===== config.mk =====
export PLATFORM = sky130hd
export DESIGN_NAME = symbol_depacker
export DESIGN_NICKNAME = d
export VERILOG_FILES = /design/src/rtl/symbol_depacker_pkg.sv /design/src/rtl/symbol_depacker_fifo.sv /design/src/rtl/symbol_depacker.sv
export SDC_FILE = /design/constraint.sdc
export NUM_CORES = 1
export LEC_CHECK = 0
export ABC_AREA = 1
export CAP_MARGIN = 20
export CORE_ASPECT_RATIO = 1.4
export CORE_MARGIN = 5
export CORE_UTILIZATION = 45
export DETAILED_ROUTE_END_ITERATION = 8
export SYNTH_ARGS = -nofsm -noshare
export SYNTH_HDL_FRONTEND = slang
export SYNTH_SLANG_ARGS = --single-unit

===== constraint.sdc =====
create_clock -name clk -period 7.5 [get_ports clk]
set_input_delay 1.5 -clock clk [delete_from_list [all_inputs] [get_ports clk]]
set_output_delay 1.5 -clock clk [all_outputs]
set_load 0.05 [all_outputs]

===== src/rtl/symbol_depacker_pkg.sv =====
// Shared types and defaults for the QPSK symbol depacker.
package sdr_pkg;

  // Depacker control states.
  typedef enum logic [1:0] {
    ST_IDLE    = 2'd0,
    ST_COLLECT = 2'd1,
    ST_TRAIL   = 2'd2
  } sdr_state_e;

  localparam int FRAME_SYMS_D   = 63;
  localparam int PAYLOAD_SYMS_D = 60;
  localparam int GAP_TIMEOUT_D  = 64;
  localparam int FIFO_DEPTH_D   = 32;

  // One buffered output byte with its frame markers.
  typedef struct packed {
    logic       err;
    logic       last;
    logic [7:0] data;
  } sdr_entry_t;

  // Left-justify a partially filled shift register; zero pending dibits
  // yields the 0x00 abort marker.
  function automatic logic [7:0] pad_partial(input logic [7:0] sr, input logic [1:0] n);
    logic [7:0] res;
    case (n)
      2'd1:    res = {sr[1:0], 6'b0};
      2'd2:    res = {sr[3:0], 4'b0};
      2'd3:    res = {sr[5:0], 2'b0};
      default: res = 8'h00;
    endcase
    return res;
  endfunction

endpackage


===== src/rtl/symbol_depacker_fifo.sv =====
// First-word-fall-through byte buffer with wrap-bit pointers.
module sync_fifo #(
  parameter int DEPTH = 32,
  parameter int WIDTH = 10
) (
  input  logic             clk,
  input  logic             rst,
  input  logic             push,
  input  logic [WIDTH-1:0] push_data,
  input  logic             pop,
  output logic [WIDTH-1:0] pop_data,
  output logic             full,
  output logic             empty
);

  localparam int AW = $clog2(DEPTH);

  logic [AW:0]      wr_ptr_q, wr_ptr_d;
  logic [AW:0]      rd_ptr_q, rd_ptr_d;
  logic [WIDTH-1:0] mem_q [DEPTH];
  logic             do_push;
  logic             do_pop;

  assign empty = (wr_ptr_q == rd_ptr_q);
  assign full  = (wr_ptr_q[AW] != rd_ptr_q[AW]) &&
                 (wr_ptr_q[AW-1:0] == rd_ptr_q[AW-1:0]);

  // A pop frees the slot the same cycle, so a push into a full buffer
  // is taken when the head is leaving.
  assign do_pop  = pop && !empty;
  assign do_push = push && (!full || do_pop);

  assign pop_data = empty ? '0 : mem_q[rd_ptr_q[AW-1:0]];

  // Next pointer values.
  always_comb begin
    wr_ptr_d = wr_ptr_q;
    rd_ptr_d = rd_ptr_q;
    if (do_push) wr_ptr_d = wr_ptr_q + {{AW{1'b0}}, 1'b1};
    if (do_pop)  rd_ptr_d = rd_ptr_q + {{AW{1'b0}}, 1'b1};
  end

  // Pointer registers, cleared by reset.
  always_ff @(posedge clk) begin
    if (!rst) begin
      wr_ptr_q <= '0;
      rd_ptr_q <= '0;
    end else begin
      wr_ptr_q <= wr_ptr_d;
      rd_ptr_q <= rd_ptr_d;
    end
  end

  // Storage write; contents need no reset since pointers gate visibility.
  always_ff @(posedge clk) begin
    if (rst && do_push) mem_q[wr_ptr_q[AW-1:0]] <= push_data;
  end

endmodule


===== src/rtl/symbol_depacker.sv =====
// Packs QPSK dibits MSB-first into bytes, frames them and buffers them
// toward a ready/valid sink.
//
// state   | meaning
// IDLE    | waiting for symbol 1 of a frame
// COLLECT | packing payload dibits, pushing every 4th
// TRAIL   | discarding symbols after the payload up to frame end
module symbol_depacker
  import sdr_pkg::*;
#(
  parameter int FRAME_SYMS   = FRAME_SYMS_D,
  parameter int PAYLOAD_SYMS = PAYLOAD_SYMS_D,
  parameter int GAP_TIMEOUT  = GAP_TIMEOUT_D,
  parameter int FIFO_DEPTH   = FIFO_DEPTH_D
) (
  input  logic       clk,
  input  logic       rst,
  input  logic       in_valid,
  input  logic [1:0] in_data,
  output logic [7:0] out_data,
  output logic       out_valid,
  input  logic       out_ready,
  output logic       out_last,
  output logic       out_err,
  output logic       overflow
);

  localparam int SW = $clog2(FRAME_SYMS + 1);
  localparam int IW = $clog2(GAP_TIMEOUT + 1);
  localparam logic [SW-1:0] PAYLOAD_CNT = SW'(PAYLOAD_SYMS);
  localparam logic [SW-1:0] FRAME_CNT   = SW'(FRAME_SYMS);
  localparam logic [IW-1:0] IDLE_MAX    = IW'(GAP_TIMEOUT);
  localparam logic [IW-1:0] IDLE_LAST   = IW'(GAP_TIMEOUT - 1);

  sdr_state_e    state_q, state_d;
  logic [SW-1:0] sym_cnt_q, sym_cnt_d;
  logic [1:0]    dib_cnt_q, dib_cnt_d;
  logic [7:0]    shift_q, shift_d;
  logic [IW-1:0] idle_cnt_q, idle_cnt_d;
  logic          ovf_q, ovf_d;

  logic [SW-1:0] sym_next;
  logic [7:0]    shift_in;
  logic          timeout;
  logic          push;
  sdr_entry_t    push_entry;
  sdr_entry_t    head_entry;
  logic          fifo_full;
  logic          fifo_empty;

  assign sym_next = sym_cnt_q + {{(SW-1){1'b0}}, 1'b1};
  assign shift_in = {shift_q[5:0], in_data};

  // Timeout fires once, on the clock that takes the idle run to its limit.
  assign timeout = !in_valid && (idle_cnt_q == IDLE_LAST);

  // Idle-gap counter: cleared by any dibit, saturating at the limit.
  always_comb begin
    idle_cnt_d = idle_cnt_q;
    if (in_valid)                    idle_cnt_d = '0;
    else if (idle_cnt_q != IDLE_MAX) idle_cnt_d = idle_cnt_q + {{(IW-1){1'b0}}, 1'b1};
  end

  // Frame FSM: symbol counting, byte assembly and buffer pushes.
  always_comb begin
    state_d    = state_q;
    sym_cnt_d  = sym_cnt_q;
    dib_cnt_d  = dib_cnt_q;
    shift_d    = shift_q;
    push       = 1'b0;
    push_entry = '0;
    case (state_q)
      ST_IDLE: begin
        if (in_valid) begin
          state_d   = ST_COLLECT;
          sym_cnt_d = {{(SW-1){1'b0}}, 1'b1};
          dib_cnt_d = 2'd1;
          shift_d   = {6'b0, in_data};
        end
      end
      ST_COLLECT: begin
        if (in_valid) begin
          sym_cnt_d = sym_next;
          dib_cnt_d = dib_cnt_q + 2'd1;
          shift_d   = shift_in;
          if (dib_cnt_q == 2'd3) begin
            push            = 1'b1;
            push_entry.data = shift_in;
            if (sym_next == PAYLOAD_CNT) begin
              push_entry.last = 1'b1;
              dib_cnt_d       = 2'd0;
              shift_d         = 8'h00;
              if (PAYLOAD_SYMS == FRAME_SYMS) begin
                state_d   = ST_IDLE;
                sym_cnt_d = '0;
              end else begin
                state_d = ST_TRAIL;
              end
            end
          end
        end else if (timeout) begin
          push            = 1'b1;
          push_entry.err  = 1'b1;
          push_entry.last = 1'b1;
          push_entry.data = pad_partial(shift_q, dib_cnt_q);
          state_d         = ST_IDLE;
          sym_cnt_d       = '0;
          dib_cnt_d       = 2'd0;
          shift_d         = 8'h00;
        end
      end
      ST_TRAIL: begin
        if (in_valid) begin
          sym_cnt_d = sym_next;
          if (sym_next == FRAME_CNT) begin
            state_d   = ST_IDLE;
            sym_cnt_d = '0;
          end
        end else if (timeout) begin
          state_d   = ST_IDLE;
          sym_cnt_d = '0;
        end
      end
      default: begin
        state_d   = ST_IDLE;
        sym_cnt_d = '0;
        dib_cnt_d = 2'd0;
        shift_d   = 8'h00;
      end
    endcase
  end

  // A push into a full buffer is lost only when the head is not leaving.
  always_comb begin
    ovf_d = ovf_q;
    if (push && fifo_full && !out_ready) ovf_d = 1'b1;
  end

  // Control registers.
  always_ff @(posedge clk) begin
    if (!rst) begin
      state_q    <= ST_IDLE;
      sym_cnt_q  <= '0;
      dib_cnt_q  <= 2'd0;
      shift_q    <= 8'h00;
      idle_cnt_q <= '0;
      ovf_q      <= 1'b0;
    end else begin
      state_q    <= state_d;
      sym_cnt_q  <= sym_cnt_d;
      dib_cnt_q  <= dib_cnt_d;
      shift_q    <= shift_d;
      idle_cnt_q <= idle_cnt_d;
      ovf_q      <= ovf_d;
    end
  end

  sync_fifo #(
    .DEPTH (FIFO_DEPTH),
    .WIDTH (10)
  ) u_fifo (
    .clk       (clk),
    .rst       (rst),
    .push      (push),
    .push_data (push_entry),
    .pop       (out_ready),
    .pop_data  (head_entry),
    .full      (fifo_full),
    .empty     (fifo_empty)
  );

  // Outputs are forced quiet while reset is held, before the first edge too.
  assign out_valid = rst & ~fifo_empty;
  assign out_data  = rst ? head_entry.data : 8'h00;
  assign out_last  = rst & head_entry.last;
  assign out_err   = rst & head_entry.err;
  assign overflow  = rst & ovf_q;

endmodule


### After elaboration in Yosys (flattened, before gate mapping)

Memories as Yosys holds them, arrays and structs flattened. A register that Yosys moved wholly into a read port is not among the register bits.
Cells that the tools add are included.

* equal/unequal tests: 17
* reductions and logical operators: 16
* bitwise gates (word level): 7
* multiplexer cells: 42
* add/subtract/negate cells: 5

Operators with widths (count)
* 6-bit two-way mux: 10
* 6-bit one-hot mux with 3 select lines: 2
* 10-bit two-way mux: 3
* 8-bit one-hot mux with 3 select lines: 1
* 2-bit two-way mux: 11
* 6-bit by 1-bit adder with 6-bit output, second input constant: 3
* 9-bit two-way mux: 2
* 6-bit equality test, second input constant: 2
* 3-bit inequality test, second input constant: 4
* 2-bit one-hot mux with 3 select lines: 2
* 5-bit two-way mux: 2
* 1-bit two-way mux: 8
* 8-bit two-way mux: 1
* 7-bit by 1-bit adder with 7-bit output, second input constant: 1
* 7-bit by 6-bit equality test with 1-bit output, second input constant: 1
* 1-bit logical AND: 7
* 7-bit inequality test, second input constant: 1
* 2-bit equality test, second input constant: 3
* 6-bit equality test: 1
* 5-bit equality test: 1
* 1-bit bitwise AND: 4
* 2-bit by 1-bit equality test with 1-bit output, second input constant: 2
* 1-bit logical NOT: 4
* 4-bit AND reduction: 1
* other kinds (8): 10

* register bits after elaboration: 36
* RAM bits: 320
* word-level logic and storage cells: 96
* input bits: 6
* memories: 1
* output and inout bits: 12

Memories
* u_fifo.mem_q: depth 32, bits a word 10, rd ports 1, clocked after Yosys merged registers in 1, wr ports 1, line symbol_depacker_fifo.sv:20 `logic [WIDTH-1:0] mem_q [DEPTH];`

### Logic depth before layout (Yosys ltp)

Gate-level depths: netlist of run 1.

* depth in word-level cells: 9
* mapped depth: 11
* mapped depth without buffers: 11

### Modules after synthesis

From an unflattened synthesis of run 1, not the netlist that was laid out.

* cells, all modules: 1674
* area, all modules: 16364.4 µm²

Modules (own cells, without submodules)
* sync_fifo: cells each 1416, instances 1, area each 14597.8 µm², sequential area each 9949.5 µm²
* symbol_depacker: cells each 258, instances 1, area each 1766.7 µm², sequential area each 480.5 µm²

### Worst setup path before layout of run 1

No wires, ideal clock.

* kind: input -> output
* from: input port rst
* to: output port out_data[0]
* arrival time: 3.000 ns
* stages on the path: 5
* path buffers: 1
* required time: 6.000 ns
* slack: 3.000 ns
* cell sequence: nand2_1 inv_1 clkbuf_1 nand2_1 nor2_1

* longest elaborated chain between the ends: 1

RTL lines
* from (decl): line symbol_depacker.sv:17 `input logic rst,`
* 8-bit two-way mux: line symbol_depacker.sv:174 `assign out_data = rst ? head_entry.data : 8'h00;`
* to (decl): line symbol_depacker.sv:20 `output logic [7:0] out_data,`

Every way passes these cells.

==> flow_summary.json, run 1 <==
{
  "synthAdderAreaFrac": 0.0112,
  "fin_tns_setup_ps": 0,
  "cts-root-buf": "clkbuf_16",
  "min_path_type": "register to register",
  "vdd_ir_drop_max_v": 0.000155,
  "routed_wl_mm": 36.4,
  "wl_met1_mm": 14.5,
  "gp_congestion": 0.869,
  "rsz0062_at_grt": "false",
  "post_synth_num_cell_types": 39,
  "path_max_fanout": 102,
  "synth_compound_area_frac": 0.108,
  "netlist_area_um2": 15700,
  "fin_crit_sh": 0.709,
  "top_layer_used": "met4",
  "track_usage": 0.186,
  "cp.required_ps": 6000,
  "worst_pin_slew_ps": 1090,
  "preCtsSetupSlack_ps": 2480,
  "clk_pin_slew_worst_paths_ps": 60,
  "fin_ws_ps": 2180,
  "ant_nets": 0,
  "synth_top_family_by_area": "simple AND/OR/NAND/NOR gates",
  "start_kind": "register",
  "synth_cells": 1433,
  "via_per_inst": 5.39,
  "port_buffers": 17,
  "layout_common_cells": "edfxtp_1 (320), inv_1 (204), nand2_1 (178), nand3_1 (164), a21oi_1 (109)",
  "setup_violations": 0,
  "synth_nets": 1453,
  "synth.avg_cell_area_um2": 10.9,
  "maxCapViolations": 0,
  "cts_sinks": 361,
  "grt_pass1_wl_mm": 56.3,
  "nets": 1451,
  "grt_pass1_vias": 9898,
  "critPathArrivalTime_ps": 3820,
  "grt_start_max_net_pins": 104,
  "status": "finished, final reports clean",
  "cts_inserted_buffers": 36,
  "finalCriticalPeriod_ps": 5320,
  "finalMaxSlewViolations": 0,
  "wl_per_cell_um": 19.0,
  "design.core.area_um2": 34700,
  "ys_warn_count": 0,
  "maxSlewHeadroom": 0.276,
  "die-area_um2": 38700,
  "drt-pass1-iter-count": 5,
  "finalHoldViolCount": 0,
  "clock_path_buffers": 3,
  "die_h_um": 231,
  "synth_seq_cells": 361,
  "endpoint_kind": "output port",
  "core.rowCount": 81,
  "antenna_found_initial": 0,
  "vias": 10317,
  "cts_tree": "yes",
  "dr.first_iter.drc_count": 851,
  "start_util": 0.452,
  "htree_num_levels": 2,
  "hpwl_mm": 21.8,
  "fmax_mhz": 188,
  "route.detailed.drc": 0,
  "muxShareOfSynthArea": 0,
  "critPathKind": "register to output port",
  "grt_overflow": 0,
  "io_pins": 18,
  "finClkSkew_ps": 25.4,
  "cts_hold_buf": 0,
  "synthXorXnorAreaFrac": 0.00838,
  "clk_latency_ps": 540,
  "diodes": 0,
  "area_delta_synth_final_pct": 10.7,
  "cts_resized": 0,
  "cts_setup_buffers": 0,
  "mostFrequentLayoutCell": "edfxtp_1",
  "yosysSeqAreaShare": 0.666,
  "dr_wl_met2_mm": 18.7,
  "drive_gt1_frac": 0.0666,
  "yosys.area_share.simple": 0.134,
  "leakagePower_nw": 6.17,
  "p_per_area_nw_per_um2": 250,
  "met3_length_mm": 1.98,
  "die_w_um": 168
}
## registers in the layout, summed over array words and instances, names as in the netlist, named ones only
| name | flops |
|---|---|
| u_fifo.mem_q | 320 |
| idle_cnt_q | 7 |
| shift_q | 6 |
| sym_cnt_q | 6 |
| u_fifo.rd_ptr_q | 6 |
| u_fifo.wr_ptr_q | 6 |
| dib_cnt_q | 2 |
| state_q | 2 |
| ovf_q | 1 |
## cell usage after synthesis
master | instances | area share
o21ai_0 | 91 | 0.029
nand2_4 | 7 | 0.0050
inv_2 | 2 | 0.00048
nor4b_1 | 1 | 0.00056
buf_2 | 26 | 0.0083
a211oi_1 | 1 | 0.00048
inv_1 | 205 | 0.049
clkdlybuf4s25_2 | 1 | 0.00064
o211ai_1 | 80 | 0.038
dfxtp_1 | 41 | 0.052
and3_1 | 1 | 0.00040
edfxtp_1 | 320 | 0.61
a31oi_1 | 2 | 0.00080
a21oi_1 | 110 | 0.035
buf_6 | 2 | 0.0014
nor2_1 | 96 | 0.023
a21oi_4 | 1 | 0.0010
clkbuf_1 | 35 | 0.0084
nor2_4 | 2 | 0.0014
a22oi_1 | 1 | 0.00048
a32oi_1 | 2 | 0.0011
xor2_1 | 11 | 0.0061
o21bai_1 | 1 | 0.00048
nand4_1 | 7 | 0.0028
nand4_2 | 1 | 0.00080
nor2_8 | 1 | 0.0013
nand4_4 | 1 | 0.0014
nor2_2 | 1 | 0.00040
ha_1 | 14 | 0.011
clkdlybuf4s15_2 | 1 | 0.00072
buf_1 | 13 | 0.0031
xnor2_1 | 4 | 0.0022
nand3_1 | 164 | 0.052
nor3_1 | 5 | 0.0016
nand2_1 | 178 | 0.043
o22ai_1 | 1 | 0.00040
o21ai_1 | 1 | 0.00032
clkbuf_8 | 1 | 0.00088
nand2_2 | 1 | 0.00040
## stage by stage
step | hold slack, ps | power, W | cell area [um^2] | utilization | std cells
detailed placement | 461 | 0.00272 | 16300 | 0.469 | 1845
global placement | 466 | 0.00272 | 16200 | 0.468 | 1843
floorplan | 421 | 0.00260 | 15700 | - | 1433
CTS | 477 | 0.00437 | 17300 | 0.499 | 1909
finish | 467 | 0.00433 | 17300 | 0.501 | 1913
global route | 508 | 0.00450 | 17300 | 0.501 | 1913
## where the power goes
part	total [W]	switching [W]	internal, W
sequential	0.00223	0.0000579	0.00217
combinational	0.000451	0.000303	0.000148
clock	0.00166	0.000742	0.000913
## worst max-delay path: stages (launching register included)
cell and delay [ps]:
dfxtp_4 950, buf_4 590, o211ai_1 210, nand3_1 160, nand3_1 80, nand2_1 190
nor2_1 70, nor2_1 120, clkdlybuf4s50_1 800
## worst paths after layout
check	from	end	slack (ps)	cells after the start
worst max-delay path	register	out_data[5]	2180	8
worst min-delay path	ovf_q	ovf_q	470	2
worst max register to register	idle_cnt_q[0]	u_fifo.mem_q[0][9]	4400	11
worst min register to register	ovf_q	ovf_q	470	2
## cell families (layout without fill, tap and decap cells)
kind of cell | after synthesis | count (layout)
AO/OA/AOI/OAI | 291 | 291
XOR/XNOR | 15 | 15
adder cells (fa/ha/maj) | 14 | 14
buffers and inverters | 286 | 310
flip-flops | 361 | 361
AND/OR/NAND/NOR | 466 | 466
## routing by layer
| metal | global-route usage | up-vias |
|---|---|---|
| li1 | - | 4959 |
| met1 | 0.230 | 4995 |
| met2 | 0.330 | 300 |
| met3 | 0.0286 | 63 |
| met4 | 0.0667 | 0 |
| met5 | 0 | - |
## cell type report
cell class              instances  area [um^2]
clock buffers                  49          971
clock inverters                15         82.6
fillers                      3063        17300
inverters                     207          777
multi-input cells             786         4140
flip-flops and latches        361        10400
well taps                     456          571
repair buffers                 39          368
Note: power is estimated with default switching activity, not from simulation.
==> run 2: changes to the inputs <==
==> constraint.sdc (replaced) <==
create_clock -name clk -period 5.2 [get_ports clk]
set_input_delay 1.04 -clock clk [delete_from_list [all_inputs] [get_ports clk]]
set_output_delay 1.04 -clock clk [all_outputs]
set_load 0.05 [all_outputs]
==> flow_summary.json, run 2 (synthesized netlist as in run 1, its figures left out) <==
{
  "grt_pass1_wl_mm": 57.4,
  "clk_pin_slew_worst_paths_ps": 70,
  "layout_common_cells": "edfxtp_1 (320), inv_1 (205), nand2_1 (178), nand3_1 (164), a21oi_1 (109)",
  "internal_power_w": 0.00491,
  "p_per_area_nw_per_um2": 371,
  "diodes": 0,
  "path_max_fanout": 55,
  "endpoint_kind": "output port",
  "area_delta_synth_final_pct": 12.2,
  "maxCapViolations": 0,
  "seqPwrFrac": 0.487,
  "design.core.area_um2": 34700,
  "port_buffers": 17,
  "power_frac_comb": 0.109,
  "cp.required_ps": 4160,
  "routed_wl_mm": 37.7,
  "final_cells": 1919,
  "preCtsSetupSlack_ps": 1080,
  "vias": 10304,
  "leakagePower_nw": 6.30,
  "grt_start_max_net_pins": 96,
  "cts_sinks": 361,
  "rsz0062_at_grt": "false",
  "swShare": 0.248,
  "clk_latency_ps": 540,
  "grt_overflow": 0,
  "nFillCells": 3122,
  "die_h_um": 231,
  "wl_per_cell_um": 19.6,
  "track_usage": 0.192,
  "mostFrequentLayoutCell": "edfxtp_1",
  "fin_crit_sh": 0.811,
  "cts_inserted_buffers": 36,
  "place_inst": 1856,
  "clock_path_buffers": 3,
  "htree_num_levels": 2,
  "start_kind": "register",
  "via_per_inst": 5.37,
  "p_switching_w": 0.00162,
  "nets": 1458,
  "setup_violations": 0,
  "critPathArrivalTime_ps": 3180,
  "maxSlewHeadroom": 0.328,
  "start_util": 0.452,
  "placed_area_um2": 16400,
  "fin_ws_ps": 983,
  "die_w_um": 168,
  "dr.first_iter.drc_count": 812,
  "cts_hold_buf": 0,
  "gp_congestion": 0.901,
  "cts_setup_buffers": 0,
  "route.detailed.drc": 0,
  "cts_tree": "yes",
  "min_path_type": "register to register",
  "cts-root-buf": "clkbuf_16",
  "antenna_found_initial": 1,
  "grt_pass1_vias": 10275,
  "vdd_ir_drop_max_v": 0.000237,
  "drt-pass1-iter-count": 5,
  "finalCriticalPeriod_ps": 4220,
  "finClkSkew_ps": 26.3,
  "hpwl_mm": 24.2,
  "status": "finished, final reports clean",
  "ant_nets": 0,
  "core.rowCount": 81,
  "clkPwrFrac": 0.403,
  "worst_pin_slew_ps": 1010,
  "cts_resized": 0,
  "fmax_mhz": 237,
  "fin_area_um2": 17600,
  "finalHoldViolCount": 0,
  "critPathKind": "register to output port",
  "post-route-util": 0.507,
  "drive_gt1_frac": 0.0807,
  "io_pins": 18,
  "largest_reg_flops": 320,
  "die-area_um2": 38700,
  "finalMaxSlewViolations": 0,
  "fin_tns_setup_ps": 0
}
-- run 2: cell count changes in the layout (fill, tap and decap cells not counted), sizes merged --
cell	before	now
bufinv	0	3
inv	209	208
clkinvlp	1	4
clkdlybuf4s50	17	10
clkinv	12	8
buf	20	36
clkbuf	51	47
-- run 2: layout make-up --
type,instances,area [um^2],share of cell area
Tap cell,456,571,0.0325
Clock inverter,16,179,0.0102
Timing Repair Buffer,46,448,0.0255
Sequential cell,361,10400,0.594
Clock buffer,47,1030,0.0584
Inverter,207,777,0.0442
Multi-Input combinational cell,786,4140,0.236
-- run 2: worst max-delay path, stage by stage, from the launching register on --
cell and delay [ps]:
dfxtp_4 750, buf_4 360, o211ai_1 150, nand3_1 100, nand3_1 150, nand3_1 120, nand2_1 70, nor2_1 100
clkdlybuf4s50_1 800
-- run 2: through the flow --
stage | power [W] | hold slack, ps
after floorplan | 0.00374 | 421
after global placement | 0.00395 | 444
after detailed placement | 0.00396 | 440
after CTS | 0.00657 | 456
after global routing | 0.00676 | 479
final | 0.00653 | 453
-- run 2: final timing paths --
kind / slack (ps) / end / cells past startpoint / from
worst min register to register: 450 / ovf_q / 2 / ovf_q
worst min-delay path: 450 / ovf_q / 2 / ovf_q
worst max-delay path: 980 / out_data[2] / 8 / register
worst max register to register: 2200 / u_fifo.mem_q[23][8] / 11 / idle_cnt_q[0]
-- run 2: power by group through the flow --
stage	clock, W	combinational (W)	sequential [W]
2_1_floorplan	0	0.000542	0.00320
3_3_place_gp	0	0.000707	0.00324
3_5_place_dp	0	0.000713	0.00324
4_1_cts	0.00267	0.000715	0.00318
5_1_grt	0.00278	0.000789	0.00319
6_report	0.00263	0.000715	0.00318
-- run 2: per-layer routing --
layer  vias up  GRT usage  wire length, um  part of all wire
li1       4973          -                -                 -
met1      4922      0.232            14900              0.40
met2       309      0.338            19200              0.51
met3       100     0.0277             1790             0.048
met4         0     0.0919             1830             0.049
met5         -          0                0                 0
==> run 3: changes to the inputs <==
==> constraint.sdc (replaced) <==
create_clock -name clk -period 4.4 [get_ports clk]
set_input_delay 0.88 -clock clk [delete_from_list [all_inputs] [get_ports clk]]
set_output_delay 0.88 -clock clk [all_outputs]
set_load 0.05 [all_outputs]
==> flow_summary.json, run 3 (synthesized netlist as in run 1, its figures left out) <==
{
  "fin_ws_ps": 628,
  "hold_depth": 2,
  "io_pins": 18,
  "critPathArrivalTime_ps": 2890,
  "cp.required_ps": 3520,
  "grt_pass1_vias": 9645,
  "nets": 1482,
  "leakagePower_nw": 6.44,
  "vdd_ir_drop_max_v": 0.000286,
  "dr.first_iter.drc_count": 828,
  "rrSetupSlack_ps": 1470,
  "via_per_inst": 5.20,
  "largest_reg_flops": 320,
  "maxCapViolations": 0,
  "endpoint_kind": "output port",
  "drive_gt1_frac": 0.0979,
  "ff2ff_path_depth": 11,
  "cts_hold_buf": 0,
  "critPathKind": "register to output port",
  "placed_area_um2": 16600,
  "finClkSkew_ps": 18.2,
  "clk_latency_ps": 530,
  "maxSlewHeadroom": 0.418,
  "antenna_found_initial": 0,
  "r2r_end": "u_fifo.mem_q[8][4]",
  "setup_violations": 0,
  "seq_area_um2": 10400,
  "preCtsSetupSlack_ps": 750,
  "core.rowCount": 81,
  "wl_per_cell_um": 18.3,
  "status": "finished, final reports clean",
  "port_buffers": 17,
  "cts-root-buf": "clkbuf_16",
  "htree_num_levels": 2,
  "crit_slowest_cell": "dfxtp_4",
  "r2r-start": "idle_cnt_q[0]",
  "fin_crit_sh": 0.857,
  "vias": 10123,
  "fin_tns_setup_ps": 0,
  "area_delta_synth_final_pct": 13.6,
  "design.core.area_um2": 34700,
  "worstHoldStart": "ovf_q",
  "final_cells": 1947,
  "start_util": 0.452,
  "cts_sinks": 361,
  "place_inst": 1879,
  "fin_area_um2": 17800,
  "min_path_type": "register to register",
  "track_usage": 0.183,
  "nFillCells": 3081,
  "fmax_mhz": 265,
  "mostFrequentLayoutCell": "edfxtp_1",
  "routed_wl_mm": 35.7,
  "post-route-util": 0.514,
  "grt_start_max_net_pins": 89,
  "min_to": "ovf_q",
  "die-area_um2": 38700,
  "slowest_delay_ps": 690,
  "rsz0062_at_grt": "false",
  "gp_congestion": 0.851,
  "die_w_um": 168,
  "multiInputGateArea_um2": 4140,
  "cts_inserted_buffers": 37,
  "cts_tree": "yes",
  "clk_pin_slew_worst_paths_ps": 60,
  "worst_pin_slew_ps": 869,
  "cp_cell_sequence": "buf_4, o211ai_1, nand3_1, nand3_1, nand2_1, nor2_1, nor2_1, buf_12",
  "diodes": 0,
  "finalMaxSlewViolations": 0,
  "clock_path_buffers": 3,
  "finalHoldViolCount": 0,
  "cts_setup_buffers": 0,
  "finalCriticalPeriod_ps": 3770,
  "start_kind": "register",
  "route.detailed.drc": 0,
  "ant_nets": 0,
  "die_h_um": 231,
  "drt-pass1-iter-count": 5,
  "p_per_area_nw_per_um2": 428,
  "grt_overflow": 0,
  "grt_pass1_wl_mm": 55.2,
  "cts_resized": 0,
  "layout_common_cells": "edfxtp_1 (320), inv_1 (205), nand2_1 (178), nand3_1 (164), a21oi_1 (109)",
  "path_max_fanout": 52,
  "hpwl_mm": 21.9
}
[run 3: cell count changes in the layout (fill, tap and decap cells not counted), moves of 2 or more]
cell / before / now
clkdlybuf4s50_1: 10 / 7
buf_4: 31 / 48
bufinv_16: 3 / 1
buf_16: 2 / 0
clkbuf_8: 0 / 2
buf_12: 3 / 14
clkbuf_1: 7 / 10
clkinv_2: 4 / 10
[run 3: per-stage QoR]
stage	hold WS [ps]	total power [W]
2_1_floorplan	421	0.00443
3_3_place_gp	446	0.00470
3_5_place_dp	441	0.00470
4_1_cts	454	0.00769
5_1_grt	479	0.00793
6_report	456	0.00762
[run 3: worst max path at each step]
stage	depth (start not counted)	slack [ps]	from	end
after floorplan	9	1140	u_fifo.wr_ptr_q[4]	out_data[0]
after global placement	4	770	rst	out_valid
after detailed placement	4	750	rst	out_valid
after CTS	9	660	register	out_last
after global routing	9	450	register	out_last
final	8	630	register	out_err
[run 3: power breakdown]
part           leakage (nW)  total, W  switching, W  internal (W)
clock network         0.572   0.00299       0.00127       0.00172
logic                  2.59  0.000863      0.000565      0.000298
registers              3.28   0.00376     0.0000627       0.00370
[run 3: cell type report]
type / count / share of cell area
clock buffer: 51 / 0.0585
clock inverter: 17 / 0.00675
inverter: 207 / 0.0437
multi-input combinational: 786 / 0.233
sequential: 361 / 0.586
tap: 456 / 0.0321
timing repair buffer: 69 / 0.0399
[run 3: critical path, delay by kind of cell, from the launching register on]
kind            cells  cell delay [ps]
compound gates      1              170
simple gates        5              850
buf+inv             2              620
flops               1              690
[run 3: routing by layer]
| layer | up-vias | wire length [um] | global-route usage |
|---|---|---|---|
| met4 | 0 | 2070 | 0.0995 |
| met3 | 80 | 1520 | 0.0264 |
| li1 | 5018 | - | - |
| met1 | 4786 | 14700 | 0.230 |
| met5 | - | 0 | 0 |
| met2 | 239 | 17400 | 0.307 |
